## src/rtl/graphics_bus_pkg.sv

```systemverilog
// rtl/graphics_bus_pkg.sv - state encoding and register map shared by the graphics bus arbiter
package graphics_bus_pkg;

    localparam int GFX_NUM_REGS = 10;

    typedef enum logic [2:0] {
        ST_IDLE,
        ST_CPU_WR,
        ST_CPU_RD,
        ST_RD_WAIT,
        ST_TURN,
        ST_BURST
    } gfx_state_t;

    localparam logic [3:0] REG_PADDLE1_X  = 4'd0;
    localparam logic [3:0] REG_PADDLE1_Y  = 4'd1;
    localparam logic [3:0] REG_PADDLE2_X  = 4'd2;
    localparam logic [3:0] REG_PADDLE2_Y  = 4'd3;
    localparam logic [3:0] REG_BALL_X     = 4'd4;
    localparam logic [3:0] REG_BALL_Y     = 4'd5;
    localparam logic [3:0] REG_BALL_Z     = 4'd6;
    localparam logic [3:0] REG_P1_SCORE   = 4'd7;
    localparam logic [3:0] REG_P2_SCORE   = 4'd8;
    localparam logic [3:0] REG_GAME_STATE = 4'd9;

endpackage

```

## src/rtl/graphics_bus_arbiter.sv

```systemverilog
// rtl/graphics_bus_arbiter.sv - shares the graphics ASIC register bus between CPU accesses and atomic game-state bursts
module graphics_bus_arbiter
    import graphics_bus_pkg::*;
#(
    parameter int NUM_REGS     = GFX_NUM_REGS,
    parameter int STARVE_LIMIT = 64
) (
    input  logic                   clk,
    input  logic                   rst,
    input  logic                   cpu_req,
    input  logic                   cpu_we,
    input  logic [3:0]             cpu_addr,
    input  logic [15:0]            cpu_wdata,
    output logic                   cpu_gnt,
    output logic [15:0]            cpu_rdata,
    output logic                   cpu_rvalid,
    input  logic                   upd_req,
    input  logic [16*NUM_REGS-1:0] upd_data,
    output logic                   upd_ack,
    input  logic                   latch_window,
    output logic                   bus_cs,
    output logic                   bus_read,
    output logic [3:0]             bus_addr,
    output logic [15:0]            bus_dout,
    output logic                   bus_oe,
    input  logic [15:0]            bus_din,
    output logic                   busy
);

    localparam int              SW         = $clog2(STARVE_LIMIT + 1);
    localparam logic [SW-1:0]   STARVE_MAX = SW'(STARVE_LIMIT);
    localparam logic [3:0]      LAST_IDX   = 4'(NUM_REGS - 1);

    generate
        if (NUM_REGS < 1 || NUM_REGS > 16) begin : g_bad_num_regs
            $error("graphics_bus_arbiter: NUM_REGS must be within 1..16");
        end
    endgenerate

    gfx_state_t    state;
    logic [SW-1:0] starve;
    logic [3:0]    idx;
    logic [3:0]    lat_addr;
    logic [15:0]   lat_wdata;
    logic          ack_pend;
    logic [15:0]   snap [NUM_REGS];

    logic          upd_blocked;
    logic          starved;
    logic          burst_go;

    // The requester still holds upd_req until it sees upd_ack, so the finished
    // update must not be taken again during the two cycles around the ack.
    assign upd_blocked = ack_pend | upd_ack;
    assign starved     = (starve >= STARVE_MAX);
    assign burst_go    = (state == ST_IDLE) & upd_req & ~upd_blocked & ~latch_window
                       & (starved | ~cpu_req);
    assign busy        = (state != ST_IDLE);

    always_ff @(posedge clk) begin
        if (burst_go) begin
            for (int i = 0; i < NUM_REGS; i++) begin
                snap[i] <= upd_data[16*i +: 16];
            end
        end
    end

    // Bus outputs are registered from the current state, so each bus cycle
    // appears one clock after the state that schedules it.
    always_ff @(posedge clk or negedge rst) begin
        if (!rst) begin
            state      <= ST_IDLE;
            starve     <= '0;
            idx        <= '0;
            lat_addr   <= '0;
            lat_wdata  <= '0;
            ack_pend   <= 1'b0;
            cpu_gnt    <= 1'b0;
            cpu_rdata  <= '0;
            cpu_rvalid <= 1'b0;
            upd_ack    <= 1'b0;
            bus_cs     <= 1'b0;
            bus_read   <= 1'b0;
            bus_addr   <= '0;
            bus_dout   <= '0;
            bus_oe     <= 1'b0;
        end else begin
            cpu_gnt    <= 1'b0;
            cpu_rvalid <= 1'b0;
            upd_ack    <= ack_pend;
            ack_pend   <= 1'b0;
            bus_cs     <= 1'b0;
            bus_read   <= 1'b0;
            bus_addr   <= '0;
            bus_dout   <= '0;
            bus_oe     <= 1'b0;
            case (state)
                ST_IDLE: begin
                    if (burst_go) begin
                        state  <= ST_BURST;
                        idx    <= '0;
                        starve <= '0;
                    end else begin
                        if (upd_req && !upd_blocked && !starved) begin
                            starve <= starve + 1'b1;
                        end
                        if (cpu_req) begin
                            cpu_gnt   <= 1'b1;
                            lat_addr  <= cpu_addr;
                            lat_wdata <= cpu_wdata;
                            state     <= cpu_we ? ST_CPU_WR : ST_CPU_RD;
                        end
                    end
                end
                ST_CPU_WR: begin
                    bus_cs   <= 1'b1;
                    bus_oe   <= 1'b1;
                    bus_addr <= lat_addr;
                    bus_dout <= lat_wdata;
                    state    <= ST_IDLE;
                end
                ST_CPU_RD: begin
                    bus_cs   <= 1'b1;
                    bus_read <= 1'b1;
                    bus_addr <= lat_addr;
                    state    <= ST_RD_WAIT;
                end
                ST_RD_WAIT: begin
                    state <= ST_TURN;
                end
                ST_TURN: begin
                    cpu_rdata  <= bus_din;
                    cpu_rvalid <= 1'b1;
                    state      <= ST_IDLE;
                end
                ST_BURST: begin
                    bus_cs   <= 1'b1;
                    bus_oe   <= 1'b1;
                    bus_addr <= idx;
                    bus_dout <= snap[idx];
                    if (idx == LAST_IDX) begin
                        idx      <= '0;
                        ack_pend <= 1'b1;
                        state    <= ST_IDLE;
                    end else begin
                        idx <= idx + 1'b1;
                    end
                end
                default: state <= ST_IDLE;
            endcase
        end
    end

endmodule
```

## config.mk

```make
export PLATFORM = sky130hd
export DESIGN_NAME = graphics_bus_arbiter
export DESIGN_NICKNAME = d
export VERILOG_FILES = /design/src/rtl/graphics_bus_pkg.sv /design/src/rtl/graphics_bus_arbiter.sv
export SDC_FILE = /design/constraint.sdc
export NUM_CORES = 1
export LEC_CHECK = 0
export ABC_AREA = 1
export CORE_ASPECT_RATIO = 0.9
export CORE_MARGIN = 1
export CORE_UTILIZATION = 30
export CTS_BUF_LIST = sky130_fd_sc_hd__clkbuf_8
export DETAILED_ROUTE_END_ITERATION = 12
export GPL_TIMING_DRIVEN = 0
export PLACE_DENSITY_LB_ADDON = 0.3
export SLEW_MARGIN = 20
export SYNTH_ARGS = -nofsm -noshare
export SYNTH_HDL_FRONTEND = slang
export SYNTH_SLANG_ARGS = --single-unit
export TNS_END_PERCENT = 100
```

## constraint.sdc

```tcl
create_clock -name clk -period 5.15 [get_ports clk]
set_input_delay 0.515 -clock clk [delete_from_list [all_inputs] [get_ports clk]]
set_output_delay 0.515 -clock clk [all_outputs]
set_load 0.01 [all_outputs]
```

# Word-level counts from Yosys, hierarchy flattened
# Memory sizes are Yosys's and may differ from the RTL's.
# Cells that the tools add are included.
[word_totals] reg_bits=77 inputBits=202 mem_bits_rw=160 mem_count=1 word_cells=76
[op_classes] muxes=23 addsub=2 magnitude_cmp=1 eq_ne=9 n_reduce_logical=15 bitwise_logic=10
[mem_list] name="snap" words=10 word_bits=16 read_ports=1 rd_ports_with_merged_regs=0 wr=10 line_no="graphics_bus_arbiter.sv:46" source="logic [15:0] snap [NUM_REGS];"
[ops] op="$pmux 16 s2" count=1
[ops] op="$pmux 4 s2" count=2
[ops] op="$mux 7" count=2
[ops] op="$pmux 3 s4" count=1
[ops] op="$mux 1" count=11
[ops] op="$mux 3" count=3
[ops] op="$mux 4" count=2
[ops] op="$add 7x1->7 const B" count=1
[ops] op="$ge 7x7->1 const B" count=1
[ops] op="$eq 3x2->1 const B" count=2
[ops] op="$eq 3x3->1 const B" count=2
[ops] op="$reduce_and 2->1" count=3
[ops] op="$add 4x1->4 const B" count=1
[ops] op="$and 1x1->1" count=4
[ops] op="$eq 4x4->1 const B" count=1
[ops] op="$ne 2x2->1 const B" count=2
[ops] op="$not 1->1" count=4
[ops] op="$reduce_bool 2->1" count=2
[ops] op="$reduce_or 2->1" count=2
[ops] op="$eq 3x1->1 const B" count=1
[ops] op="$logic_not 3->1" count=1
[ops] op="$ne 3x3->1 const B" count=1
[ops] op="$reduce_and 3->1" count=1
[ops] op="$reduce_bool 3->1" count=1
[ops] op="5 further kinds" count=8

# Depth between registers and ports, before layout
# Gate-level depths: netlist of run 1.
[depth] ltp_word=7 ltp_mapped=10

# Least setup slack after synthesis of run 1
# Ideal clock, no wire load.
[synth_path] path_kind="register -> register" from="reg state[1]" to="mem snap[0][0] (enable)" path_stages_with_launch=7 t_required_ns=4.636 synth_period_minus_slack_ns=4.630 setup_ns=0.514 setup_slack_ns=0.520 path_buffers=1 arrival_ns=4.116 path_cell_list="dfrtp_1 nor2_4 nand2_4 nor2_4 nand3_2 buf_6 inv_1"
[synth_lines] item="from (decl)" line_no="graphics_bus_arbiter.sv:40" source="gfx_state_t state;"
[synth_lines] item="from (signal assigned)" line_no="graphics_bus_arbiter.sv:111" source="state <= cpu_we ? ST_CPU_WR : ST_CPU_RD;"
[synth_lines] item="to (decl)" line_no="graphics_bus_arbiter.sv:46"

==> impl_metrics.env, run 1 <==
export IMPL_status="finished, final reports clean"
export IMPL_synth_top_family_by_area="simple AND/OR/NAND/NOR gates"
export IMPL_r2r_end="snap[4][15]"
export IMPL_p_leak_nw=5.51
export IMPL_synth_area_leaders="edfxtp_1 51%, dfrtp_1 20%, nand2_1 10%"
export IMPL_dp_hpwl_um=19500
export IMPL_synthesis_area_mm2=0.00943
export IMPL_ir_worst_vdd_v=0.000203
export IMPL_drtPass1Iterations=5
export IMPL_tritoncts="yes"
export IMPL_finalSetupViolations=0
export IMPL_avgViaCountPerCell=4.48
export IMPL_min_path_type="in -> async"
export IMPL_synth_compound_area_frac=0.0775
export IMPL_synth_fa_ha_area_frac=0.00531
export IMPL_grt_pass1_wl_um=40900
export IMPL_startpoint="state[1]"
export IMPL_endpoint_kind="flip-flop"
export IMPL_rr_startpoint="state[1]"
export IMPL_r2r_worst_path_cells=7
export IMPL_cpPeakStageDelay_ps=420
export IMPL_hold_viol=0
export IMPL_htree_levels=2
export IMPL_fin_worst_skew_ps=30.4
export IMPL_antenna_found_initial=2
export IMPL_ys_ff_latch=237
export IMPL_layout_common_cells="262 x nand2_1, 243 x clkdlybuf4s50_1, 160 x edfxtp_1"
export IMPL_cap_viol_max_count=0
export IMPL_cts_root_buf="clkbuf_8"
export IMPL_area_growth_pct=41.0
export IMPL_die_area_mm2=0.0321
export IMPL_syn_area_per_cell_um2=11.2
export IMPL_die_x_um=189
export IMPL_crit_path_max_fanout=99
export IMPL_final_common_cell="nand2_1"
export IMPL_ant_nets=0
export IMPL_async_flop_share=0.325
export IMPL_tightest_slew_ps=628
export IMPL_worstPathCellList="nor2_4 -> nand2_4 -> nor2_4 -> nand3_2 -> buf_6 -> inv_8 -> buf_16"
export IMPL_place_gp_congestion=0.766
export IMPL_first_global_vias=7084
export IMPL_cts_repair_resized=0
export IMPL_drv_slew=0
export IMPL_coreArea_mm2=0.0309
export IMPL_grtUsageTotal=0.172
export IMPL_synth_largest_area_cell="edfxtp_1"
export IMPL_fmax_mhz=427
export IMPL_yosys_area_share_simple=0.158
export IMPL_fin_crit_sh=0.455
export IMPL_slew_headroom=0.581
export IMPL_wl_um=27300
export IMPL_start_util=0.305
export IMPL_dpl_instance_area_mm2=0.0124
export IMPL_rows=61
export IMPL_use_met3=0.0412
export IMPL_synth_nets=1048
export IMPL_ys_types=31
export IMPL_grt_max_degree=100
export IMPL_crit_path_start_kind="flip-flop"
export IMPL_place_port_buffers=244
export IMPL_stdcell_area_mm2=0.0133
export IMPL_num_io_pins=245
export IMPL_numCtsBuffers=42
export IMPL_yosys_area_top_type_share=0.510
export IMPL_vias=7050
export IMPL_route_detailed_drc=0
export IMPL_rrSetupSlack_ps=2810
export IMPL_wl_per_cell_um=17.4
export IMPL_nets=1339
export IMPL_synthCells=842
export IMPL_cts_clk_slew_worst_paths_ps=60
export IMPL_final_cells=1575
export IMPL_period_minus_slack_ps=2340
export IMPL_final_util=0.430
export IMPL_ys_warn_count=0
export IMPL_synth_main_ff_cell="edfxtp_1"
export IMPL_rsz0062_at_grt="false"
export IMPL_grt_overflow=0
export IMPL_grt_util_met2=0.269
export IMPL_cpMostUsedCell="nor2_4"
export IMPL_antenna_cells=0
export IMPL_worstPathArrival_ps=2540
export IMPL_yosysSeqAreaShare=0.714
export IMPL_die_h_um=170
export IMPL_power_density_mw_per_mm2=466
export IMPL_drtIter0Drc=423
export IMPL_drive_above_1_share=0.0901
export IMPL_crit_path_top_delay_cell="dfrtp_1"
export IMPL_clock_latency_ps=570
export IMPL_path_class="reg -> reg"
export IMPL_synthXorXnorAreaFrac=0.00464
export IMPL_synth_edf_count=160
export IMPL_grt_busiest_layer="met2"
export IMPL_cp_required_ps=5350
export IMPL_grt_use_met1=0.238
export IMPL_dp_cells=1497
export IMPL_cts_sinks=237
export IMPL_muxShareOfSynthArea=0
export IMPL_cts_path_max_buffers=3
worst max-delay path by stage:
stage	to	slack (ps)	depth (start not counted)
after detailed placement	snap[4][2]	2440	7
after global placement	snap[6][14]	-1370	6
after floorplan	snap[0][0]	520	6
after CTS	snap[0][6]	2800	7
final	snap[4][15]	2810	7
after global routing	snap[3][4]	2630	7
state kept, by name, summed over array words and instances, names as in the netlist, 3 cells and up:
signal	cells
bus_dout	16
snap	160
bus_addr	4
state	3
lat_wdata	16
cpu_rdata	16
lat_addr	4
idx	4
starve	7
what timing repair did:
item                                   CTS  global route
endpoints found under the hold margin   23             0
buffers inserted                         0             0
hold buffers                             1             0
power breakdown:
group / switching [mW] / total, mW / internal [mW]
Sequential: 0.158 / 2.57 / 2.41
Combinational: 1.13 / 1.88 / 0.750
Clock: 0.798 / 1.75 / 0.953
Total: 2.08 / 6.20 / 4.11
logic make-up (layout without fill, tap and decap cells):
kind of cell | after synthesis | count (layout)
buffers and inverters | 78 | 402
xor gates and xnor gates | 5 | 5
AOI/OAI and AO/OA | 144 | 144
adders and majority gates | 4 | 4
and+or+nand+nor | 374 | 374
DFF | 237 | 237
synthesized netlist by cell type (all sizes together) (2+ instances only):
| master | n |
|---|---|
| clkinv | 3 |
| inv | 35 |
| a21oi | 66 |
| edfxtp | 160 |
| nand2 | 265 |
| xor2 | 4 |
| nand3 | 29 |
| nor3 | 2 |
| nor2 | 75 |
| o21ai | 74 |
| dfrtp | 77 |
| buf | 30 |
| ha | 4 |
| o22ai | 3 |
| clkbuf | 10 |
routing by layer:
metal / vias to the layer above / wire length [um]
met2: 253 / 12600
met5: - / 13
li1: 3424 / -
met1: 3334 / 12500
met4: 2 / 369
met3: 37 / 1860
final cells by class:
cell class	count	area, um^2
tap	409	512
buffer	40	240
multi-input combinational	527	2310
sequential	237	6730
fill	2953	17600
clock inverter	33	233
inverter	38	150
timing repair buffer	247	2500
clock buffer	44	606
critical path, delay by kind of cell (launching register included):
| kind | cells | cell delay [ps] |
|---|---|---|
| buffers and inverters | 3 | 850 |
| and+or+nand+nor | 4 | 500 |
| DFF | 1 | 420 |
stage by stage:
| stage | hold WS [ps] | TNS, ps | power [mW] | setup slack (ps) |
|---|---|---|---|---|
| final | 409 | 0 | 6.20 | 2810 |
| after global routing | 399 | 0 | 6.60 | 2630 |
| after CTS | 378 | 0 | 6.30 | 2800 |
| after global placement | 426 | -219930 | 4.51 | -1370 |
| after detailed placement | 436 | 0 | 4.52 | 2440 |
| after floorplan | 219 | 0 | 3.59 | 520 |
No activity file was read; power rests on OpenSTA's default activity.
==> run 2, diff against run 1 <==
==> constraint.sdc (replaced) <==
create_clock -name clk -period 2.03 [get_ports clk]
set_input_delay 0.203 -clock clk [delete_from_list [all_inputs] [get_ports clk]]
set_output_delay 0.203 -clock clk [all_outputs]
set_load 0.01 [all_outputs]
==> impl_metrics.env, run 2 (synthesis gave the netlist of run 1 again) <==
export IMPL_htree_levels=2
export IMPL_seq_power_share=0.406
export IMPL_num_io_pins=245
export IMPL_whs_ps=169
export IMPL_numCtsBuffers=43
export IMPL_tritoncts="yes"
export IMPL_drtPass1Iterations=4
export IMPL_route_detailed_drc=0
export IMPL_drv_slew=0
export IMPL_tightest_slew_ps=648
export IMPL_ir_worst_vdd_v=0.000497
export IMPL_start_util=0.305
export IMPL_rr_startpoint="state[1]"
export IMPL_p_sw_frac=0.333
export IMPL_wl_um=28000
export IMPL_die_x_um=189
export IMPL_dp_hpwl_um=20000
export IMPL_path_class="reg -> out"
export IMPL_p_leak_nw=5.57
export IMPL_grtUsageTotal=0.173
export IMPL_worstPathCellList="nor2_4 -> nand2_4 -> clkdlybuf4s50_1"
export IMPL_status="finished, final reports clean"
export IMPL_fin_crit_sh=0.946
export IMPL_area_growth_pct=43.2
export IMPL_startpoint="state[1]"
export IMPL_fmax_mhz=521
export IMPL_cap_viol_max_count=0
export IMPL_cts_root_buf="clkbuf_8"
export IMPL_finalSetupViolations=0
export IMPL_largest_reg_flops=160
export IMPL_ant_nets=0
export IMPL_power_frac_comb=0.304
export IMPL_drive_above_1_share=0.0997
export IMPL_avgViaCountPerCell=4.46
export IMPL_wl_per_cell_um=17.7
export IMPL_power_density_mw_per_mm2=1190
export IMPL_layout_common_cells="262 x nand2_1, 243 x clkdlybuf4s50_1, 160 x edfxtp_1"
export IMPL_cts_sinks=237
export IMPL_place_gp_congestion=0.767
export IMPL_min_path_type="in -> reg"
export IMPL_final_cells=1584
export IMPL_p_sw_mw=5.34
export IMPL_nets=1348
export IMPL_crit_path_max_fanout=5
export IMPL_coreArea_mm2=0.0309
export IMPL_slew_headroom=0.564
export IMPL_hold_viol=0
export IMPL_drtIter0Drc=453
export IMPL_grt_pass1_wl_um=41200
export IMPL_rsz0062_at_grt="false"
export IMPL_cts_path_max_buffers=3
export IMPL_nFillCells=2949
export IMPL_crit_path_top_delay_cell="clkdlybuf4s50_1"
export IMPL_clock_latency_ps=570
export IMPL_cp_required_ps=1830
export IMPL_first_global_vias=7024
export IMPL_place_port_buffers=244
export IMPL_endpoint_kind="output pin"
export IMPL_p_clk_frac=0.290
export IMPL_worstPathArrival_ps=1720
export IMPL_die_area_mm2=0.0321
export IMPL_path_delay_family="buffers and inverters"
export IMPL_min_from="bus_din[11]"
export IMPL_grt_overflow=0
export IMPL_dp_cells=1501
export IMPL_cpPeakStageDelay_ps=490
export IMPL_grt_max_degree=62
export IMPL_die_h_um=170
export IMPL_cts_clk_slew_worst_paths_ps=60
export IMPL_fin_worst_skew_ps=19.6
export IMPL_intPower_mw=10.7
export IMPL_top_register="snap"
export IMPL_crit_path_start_kind="flip-flop"
export IMPL_antenna_found_initial=3
export IMPL_vias=7058
export IMPL_path_buf_inv=1
export IMPL_final_common_cell="nand2_1"
export IMPL_period_minus_slack_ps=1920
export IMPL_rows=61
run 2: metal layers:
metal	routed length (um)	global-route usage
met1	12800	0.237
met5	13	0
met4	846	0.0677
met2	12500	0.261
met3	1870	0.0448
run 2: final timing paths:
kind                       cells after the start  slack (ps)            end
hold / removal                                 3         170  cpu_rdata[11]
min in group asynchronous                      2         180   cpu_rdata[6]
max in group asynchronous                      3        1230   lat_wdata[4]
hold reg to reg                                0         440        upd_ack
setup / recovery                               3         110           busy
setup reg to reg                               8         110     snap[0][9]
run 2: through the flow:
stage	total power [mW]	worst slack [ps]	setup TNS, ps	instance area (um^2)	utilization
3_3_place_gp	11.4	-2980	-639720	12400	0.401
2_1_floorplan	9.08	-1590	-256630	9430	-
6_report	16.1	110	0	13500	0.437
5_1_grt	17.1	12.2	0	13500	0.437
4_1_cts	16.2	4.03	0	13400	0.433
3_5_place_dp	11.5	-527	-29590	12500	0.405
run 2: timing repair:
action / CTS / global route
buffers inserted: 1 / 1
resized for setup: 0 / 8
endpoints found under the hold margin: 40 / 0
cloned: 0 / 3
hold buffers: 1 / 0
setup endpoints to repair: 55 / 93
run 2: worst reg2reg max path: stages, from the launching register on:
cell	delay, ps
dfrtp_1	420
nor2_4	160
nand2_4	90
nor2_4	120
nand3_2	100
buf_6	160
clkinvlp_4	140
buf_12	180
buf_12	210
run 2: area by class of cell:
class,instances,area (um^2),share of cell area
antenna,2,5.00,0.000371
buffer,40,240,0.0178
clock buffer,46,633,0.0469
clock inverter,30,243,0.0180
inverter,38,150,0.0111
multi-input combinational,527,2310,0.171
sequential,237,6730,0.499
tap,409,512,0.0379
timing repair buffer,255,2680,0.198
run 2: power groups by stage:
stage | Combinational (mW) | Clock, mW | Sequential, mW
2_1_floorplan | 2.37 | 0 | 6.71
3_3_place_gp | 4.75 | 0 | 6.64
3_5_place_dp | 4.90 | 0 | 6.60
4_1_cts | 4.91 | 4.82 | 6.52
5_1_grt | 5.44 | 5.02 | 6.62
6_report | 4.88 | 4.66 | 6.52
